## src/rtl/q_table_updater_if.sv

```systemverilog
// Q-table access bundle: registered read port for the policy path plus the
// valid/ready transition-update channel with its completion outputs.
interface q_table_updater_if #(
  parameter int STATE_W = 4,
  parameter int Q_W     = 16,
  parameter int N_ACT   = 4,
  parameter int ACT_W   = 2
);
  logic [STATE_W-1:0]     rd_state;
  logic [N_ACT*Q_W-1:0]   q_values;
  logic                   upd_valid;
  logic                   upd_ready;
  logic [STATE_W-1:0]     upd_state;
  logic [ACT_W-1:0]       upd_action;
  logic signed [Q_W-1:0]  upd_reward;
  logic [STATE_W-1:0]     upd_next_state;
  logic                   upd_done;
  logic signed [Q_W-1:0]  q_new;

  modport master (
    output rd_state, upd_valid, upd_state, upd_action, upd_reward, upd_next_state,
    input  q_values, upd_ready, upd_done, q_new
  );

  modport slave (
    input  rd_state, upd_valid, upd_state, upd_action, upd_reward, upd_next_state,
    output q_values, upd_ready, upd_done, q_new
  );
endinterface

```

## src/rtl/q_table_updater.sv

```systemverilog
// Q-table owner: registered per-state read port and a 4-cycle read-modify-write
// Q-learning update with shift-based alpha and gamma, saturated to Q_W bits.
module q_table_updater #(
  parameter int STATE_W     = 4,
  parameter int Q_W         = 16,
  parameter int N_ACT       = 4,
  parameter int ACT_W       = 2,
  parameter int ALPHA_SHIFT = 2,
  parameter int GAMMA_SHIFT = 3
) (
  input  logic               clk,
  input  logic               rst,
  q_table_updater_if.slave   bus_if
);
  localparam int N_ENT = 1 << STATE_W;
  localparam int ENT_W = N_ACT * Q_W;
  localparam int WIDE  = Q_W + 2;

  typedef logic [ENT_W-1:0] entry_t;
  typedef enum logic [1:0] {IDLE, READ, CALC, WRITE} state_t;

  function automatic logic signed [Q_W-1:0] lane_max(input entry_t e);
    logic signed [Q_W-1:0] m;
    logic signed [Q_W-1:0] v;
    m = e[Q_W-1:0];
    for (int i = 1; i < N_ACT; i++) begin
      v = e[i*Q_W +: Q_W];
      if (v > m) m = v;
    end
    return m;
  endfunction

  // Two guard bits cover r + gamma*qmax - q_sa over the full Q_W range.
  function automatic logic signed [WIDE-1:0] q_step(input logic signed [Q_W-1:0] q_sa,
                                                    input logic signed [Q_W-1:0] qmax,
                                                    input logic signed [Q_W-1:0] r);
    logic signed [WIDE-1:0] qsa_w, qmax_w, r_w, g, td;
    qsa_w  = q_sa;
    qmax_w = qmax;
    r_w    = r;
    g      = qmax_w - (qmax_w >>> GAMMA_SHIFT);
    td     = r_w + g - qsa_w;
    return qsa_w + (td >>> ALPHA_SHIFT);
  endfunction

  function automatic logic signed [Q_W-1:0] sat_q(input logic signed [WIDE-1:0] x);
    logic [WIDE-Q_W:0] top;
    top = x[WIDE-1:Q_W-1];
    if ((&top) || (~|top)) return x[Q_W-1:0];
    else if (x[WIDE-1])    return {1'b1, {(Q_W-1){1'b0}}};
    else                   return {1'b0, {(Q_W-1){1'b1}}};
  endfunction

  state_t                state_q, state_d;
  logic [STATE_W-1:0]    s_q, sn_q;
  logic [ACT_W-1:0]      a_q;
  logic signed [Q_W-1:0] r_q, qsa_q, qmax_q, qcalc_q, q_new_q;
  entry_t                q_values_q;
  entry_t                table_q [N_ENT];
  logic                  accept;

  assign accept          = (state_q == IDLE) && bus_if.upd_valid;
  assign bus_if.upd_ready = (state_q == IDLE);
  assign bus_if.upd_done  = (state_q == WRITE);
  assign bus_if.q_new     = q_new_q;
  assign bus_if.q_values  = q_values_q;

  always_comb begin
    state_d = state_q;
    case (state_q)
      IDLE:    if (bus_if.upd_valid) state_d = READ;
      READ:    state_d = CALC;
      CALC:    state_d = WRITE;
      WRITE:   state_d = IDLE;
      default: state_d = IDLE;
    endcase
  end

  always_ff @(posedge clk or posedge rst) begin
    if (rst) begin
      state_q    <= IDLE;
      s_q        <= '0;
      sn_q       <= '0;
      a_q        <= '0;
      r_q        <= '0;
      qsa_q      <= '0;
      qmax_q     <= '0;
      qcalc_q    <= '0;
      q_new_q    <= '0;
      q_values_q <= '0;
      for (int i = 0; i < N_ENT; i++) table_q[i] <= '0;
    end else begin
      state_q    <= state_d;
      // Read port samples the table before this edge's write lands.
      q_values_q <= table_q[bus_if.rd_state];
      if (accept) begin
        s_q  <= bus_if.upd_state;
        a_q  <= bus_if.upd_action;
        r_q  <= bus_if.upd_reward;
        sn_q <= bus_if.upd_next_state;
      end
      if (state_q == READ) begin
        qsa_q  <= table_q[s_q][int'(a_q)*Q_W +: Q_W];
        qmax_q <= lane_max(table_q[sn_q]);
      end
      if (state_q == CALC) qcalc_q <= sat_q(q_step(qsa_q, qmax_q, r_q));
      if (state_q == WRITE) begin
        table_q[s_q][int'(a_q)*Q_W +: Q_W] <= qcalc_q;
        q_new_q                            <= qcalc_q;
      end
    end
  end
endmodule

```

## src/flat_wrapper.sv

```systemverilog
// flat-port wrapper written by rule: the top's interface ports become plain ports
module q_table_updater_flat 
#(
  parameter int STATE_W     = 4,
  parameter int Q_W         = 16,
  parameter int N_ACT       = 4,
  parameter int ACT_W       = 2,
  parameter int ALPHA_SHIFT = 2,
  parameter int GAMMA_SHIFT = 3
)
  (clk, rst, bus_if_rd_state, bus_if_upd_valid, bus_if_upd_state, bus_if_upd_action, bus_if_upd_reward, bus_if_upd_next_state, bus_if_q_values, bus_if_upd_ready, bus_if_upd_done, bus_if_q_new);
  q_table_updater_if #(.STATE_W(STATE_W), .Q_W(Q_W), .N_ACT(N_ACT), .ACT_W(ACT_W)) bus_if_i ();
  input  logic clk;
  input  logic rst;
  input wire logic [$bits(bus_if_i.rd_state)-1:0] bus_if_rd_state;
  input wire logic [$bits(bus_if_i.upd_valid)-1:0] bus_if_upd_valid;
  input wire logic [$bits(bus_if_i.upd_state)-1:0] bus_if_upd_state;
  input wire logic [$bits(bus_if_i.upd_action)-1:0] bus_if_upd_action;
  input wire logic [$bits(bus_if_i.upd_reward)-1:0] bus_if_upd_reward;
  input wire logic [$bits(bus_if_i.upd_next_state)-1:0] bus_if_upd_next_state;
  output wire logic [$bits(bus_if_i.q_values)-1:0] bus_if_q_values;
  output wire logic [$bits(bus_if_i.upd_ready)-1:0] bus_if_upd_ready;
  output wire logic [$bits(bus_if_i.upd_done)-1:0] bus_if_upd_done;
  output wire logic [$bits(bus_if_i.q_new)-1:0] bus_if_q_new;
  assign bus_if_i.rd_state = bus_if_rd_state;
  assign bus_if_i.upd_valid = bus_if_upd_valid;
  assign bus_if_i.upd_state = bus_if_upd_state;
  assign bus_if_i.upd_action = bus_if_upd_action;
  assign bus_if_i.upd_reward = bus_if_upd_reward;
  assign bus_if_i.upd_next_state = bus_if_upd_next_state;
  assign bus_if_q_values = bus_if_i.q_values;
  assign bus_if_upd_ready = bus_if_i.upd_ready;
  assign bus_if_upd_done = bus_if_i.upd_done;
  assign bus_if_q_new = bus_if_i.q_new;
  q_table_updater #(.STATE_W(STATE_W), .Q_W(Q_W), .N_ACT(N_ACT), .ACT_W(ACT_W), .ALPHA_SHIFT(ALPHA_SHIFT), .GAMMA_SHIFT(GAMMA_SHIFT)) u_core (.clk(clk), .rst(rst), .bus_if(bus_if_i));
endmodule
```

## config.mk

```make
export PLATFORM = sky130hd
export DESIGN_NAME = q_table_updater_flat
export DESIGN_NICKNAME = d
export VERILOG_FILES = /design/src/rtl/q_table_updater_if.sv /design/src/rtl/q_table_updater.sv /design/src/flat_wrapper.sv
export SDC_FILE = /design/constraint.sdc
export NUM_CORES = 2
export LEC_CHECK = 0
export CORE_MARGIN = 2
export CORE_UTILIZATION = 60
export CTS_CLUSTER_SIZE = 40
export DETAILED_ROUTE_END_ITERATION = 8
export PLACE_DENSITY = 0.77
export SYNTH_ARGS = -nofsm -noshare
export SYNTH_HDL_FRONTEND = slang
export SYNTH_SLANG_ARGS = --single-unit
```

## constraint.sdc

```tcl
create_clock -name clk -period 46.9 [get_ports clk]
set_input_delay 9.38 -clock clk [delete_from_list [all_inputs] [get_ports clk]]
set_output_delay 9.38 -clock clk [all_outputs]
set_load 0.005 [all_outputs]
```

==> results by group <==
Die
  • # IOs: 115
  • Initial Util: 0.606
  • Core Region: 113000 um2
  • Die height: 342 um
  • Die Wd: 342 um
  • Row cnt: 123
  • Die Area: 117000 um2

Final layout
  • Nets: 5559
  • Leading cell type in the layout, fill and taps excluded: nand2_1
  • Layout area overhead: 9.06%
  • Final design area excluding fillers: 74500 um2
  • Commonest cells after routing, fill and taps aside: nand2_1, dfrtp_1, o21ai_0, mux4_2, clkbuf_16
  • Share of layout cells above drive strength 1: 0.252

Critical path
  • Critical Path AT: 15.12 ns
  • Critical path class: in -> async
  • CP startpoint kind: input pin
  • Max stage delay cell, worst path: buf_4
  • CP cell instances: clkdlybuf4s50_1, inv_8, buf_4, buf_4, buf_4, buf_4, buf_4
  • WP data required: 47.60 ns
  • CP Capture Type: asynchronous set/reset pin
  • Peak fanout along the critical path: 127
  • Max stage delay on crit path: 0.91 ns
  • Top cell by count, worst path: buf_4
  • Crit path buffers/inverters: 7
  • Crit-path leading delay family: buffers and inverters

Pwr
  • Pleak: 30.0 nW
  • Power per cell area: 62.2 nW/um2
  • Max IR drop VDD: 123 uV

GRT
  • First-pass GRT wire length: 321000 um
  • Largest net degree at the start of global routing: 151
  • GRT Total Usage: 0.373
  • Overflow after GRT: 0
  • Vias in the first global route: 51327
  • Initial antenna violation count: 14

STA
  • Final setup fails: 0
  • Setup TNS: 0 ns
  • RSZ-0062 raised after global routing: no
  • Slew @ Worst Pin: 1.36 ns
  • Final Hold Vio Count: 0
  • Fmax: 69.4 MHz
  • Skew final: 0.0267 ns
  • Max-slew violation count: 0
  • Worst rel slew slack: 0.0920
  • Crit share post-route: 0.307
  • Clock period minus worst slack: 14.42 ns

CTS
  • Post-CTS Setup Bufs: 0
  • Maximum clock insertion buffer count: 3
  • Post_cts resized: 0
  • H-tree Lvls: 3
  • CTS tree: yes
  • Num CTS Buffers: 119
  • CTS Hold Bufs: 0
  • Clock slew at reported path FFs: 0.06 ns
  • # clock sinks: 1180
  • Root cell of the clock tree: clkbuf_16
  • Skew-Pair Late Insertion Delay: 0.75 ns

Yosys
  • Mux contribution to synthesized area: 0.329
  • Syn Inst Count: 5575
  • Mean Syn Cell Area: 12.3 um2
  • Ys Warns: 0
  • Synth Area in XOR/XNOR: 0.00320
  • Most used DFF post-synth: dfrtp_1
  • Combinational family with the most area after synthesis: multiplexers
  • Mapped cell area: 68300 um2
  • Adder-Cell Fraction of Synth Area: 0.0258
  • Register area share after synthesis: 0.432
  • Post-synth EDFFs: 0
  • Synth cell types: 66
  • Syn_nets: 5730
  • Register bit total from synthesis: 1180
  • FFs w/ async S/R, synth: 1.00
  • Compound-Gate Fraction of Synth Area: 0.0960
  • Synth Area in Simple Gates: 0.0790

Drt
  • DRC: 0
  • Post-route ant nets: 0
  • Topmost layer with routed signal wires: met5
  • Metal2 WL: 94400 um
  • Drt first-iter violations: 7583
  • DR pass1 iterations: 6
  • Vias post-DR: 50498
  • Wl on met1: 72000 um
  • Met3 WL: 30200 um
  • Drt total wl: 211000 um
  • Vias per cell: 7.21
  • Routed len/inst: 30.1 um

Placed design
  • GP Congestion: 0.970
  • Port bufs: 114
  • Dpl cell area: 70300 um2
  • Dpl hpwl: 126000 um

Worst hold path
  • Worst Hold Class: reg -> reg

Flow run
  • MaxCap Viol Count: 0

Run status
  • Status: completed
-- worst register-to-register path: cells and delay by family, from the launching register on --
kind	cells	cell delay (ns)
mux	2	1.14
compound gates	14	3.79
flops	1	0.90
buf+inv	5	3.15
simple gates	6	2.38
fa+ha+maj	3	0.98
-- layer usage --
metal | GRT usage | up-vias
li1 | - | 20505
met3 | 0.122 | 788
met5 | 0 | -
met2 | 0.545 | 3522
met4 | 0.226 | 18
met1 | 0.492 | 25665
-- metrics by stage --
step / utilization / power [W] / worst slack [ns] / hold slack [ns] / std cells
5_1_grt: 0.661 / 0.00488 / 31.65 / 0.528 / 7002
3_3_place_gp: 0.623 / 0.00350 / 31.68 / 0.490 / 6783
6_report: 0.661 / 0.00464 / 32.48 / 0.506 / 7007
2_1_floorplan: - / 0.00300 / 4.28 / 0.472 / 5575
3_5_place_dp: 0.623 / 0.00356 / 31.56 / 0.496 / 6783
4_1_cts: 0.661 / 0.00459 / 32.36 / 0.509 / 7001
-- where the power goes --
group	internal, W	switching (W)	leakage [nW]
registers	0.00115	0.000268	16.3
logic	0.000923	0.00127	11.6
clock network	0.000603	0.000423	2.06
total	0.00268	0.00196	30.0
-- cell usage after synthesis (12+ instances only) --
cell type / instances / share of area
nand2_1: 1198 / 0.066
xnor2_1: 18 / 0.0023
clkbuf_1: 399 / 0.022
a21oi_1: 39 / 0.0029
buf_1: 90 / 0.0049
nor2_1: 67 / 0.0037
fa_1: 32 / 0.0094
mux2_2: 45 / 0.0074
nor3_1: 12 / 0.00088
inv_1: 92 / 0.0051
o22ai_1: 15 / 0.0014
dfrtp_1: 1180 / 0.43
ha_1: 90 / 0.016
buf_2: 18 / 0.0013
o21ai_0: 1100 / 0.081
mux4_2: 975 / 0.32
nor2b_1: 13 / 0.0012
o21bai_1: 12 / 0.0013
o21a_1: 13 / 0.0014
-- path summary, 6_finish.rpt --
check                                                        start                              endpoint  slack [ns]  depth (start not counted)
worst max-delay path                                           rst  u_core.bus_if.q_values[31]$_DFF_PP0_       32.48                          7
worst max register to register          u_core.sn_q[0]$_DFFE_PP0P_          u_core.qmax_q[4]$_DFFE_PP0N_       34.48                         30
min in group asynchronous                                      rst  u_core.bus_if.q_values[39]$_DFF_PP0_        9.24                          2
max in group clk                        u_core.sn_q[0]$_DFFE_PP0P_          u_core.qmax_q[4]$_DFFE_PP0N_       34.48                         30
worst min-delay path            u_core.bus_if.q_new[5]$_DFFE_PP0P_    u_core.bus_if.q_new[5]$_DFFE_PP0P_        0.51                          1
worst min register to register  u_core.bus_if.q_new[5]$_DFFE_PP0P_    u_core.bus_if.q_new[5]$_DFFE_PP0P_        0.51                          1
-- cells by family after synthesis --
kind of cell	count (synthesis)
fa+ha+maj	122
flops	1180
mux	1022
simple gates	1366
buf+inv	610
xor+xnor	25
compound gates	1250
-- state kept, by name, indices dropped and copies added, names as in the netlist --
register                flops
u_core.table_q           1024
u_core.bus_if.q_values     64
u_core.bus_if.q_new        16
u_core.qcalc_q             16
u_core.qmax_q              16
u_core.qsa_q               16
u_core.r_q                 16
u_core.s_q                  4
u_core.sn_q                 4
u_core.a_q                  2
u_core.state_q              2
-- cell type report --
class                           instances  area (um2)
Timing Repair Buffer                  222        2000
Clock buffer                          161        3420
Sequential cell                      1180       29600
Tap cell                             1500        1880
Fill cell                            7722       38300
Clock inverter                         57         797
Antenna cell                            6        15.0
Inverter                               96         369
Multi-Input combinational cell       3785       36500
No activity file was read; power rests on OpenSTA's default activity.
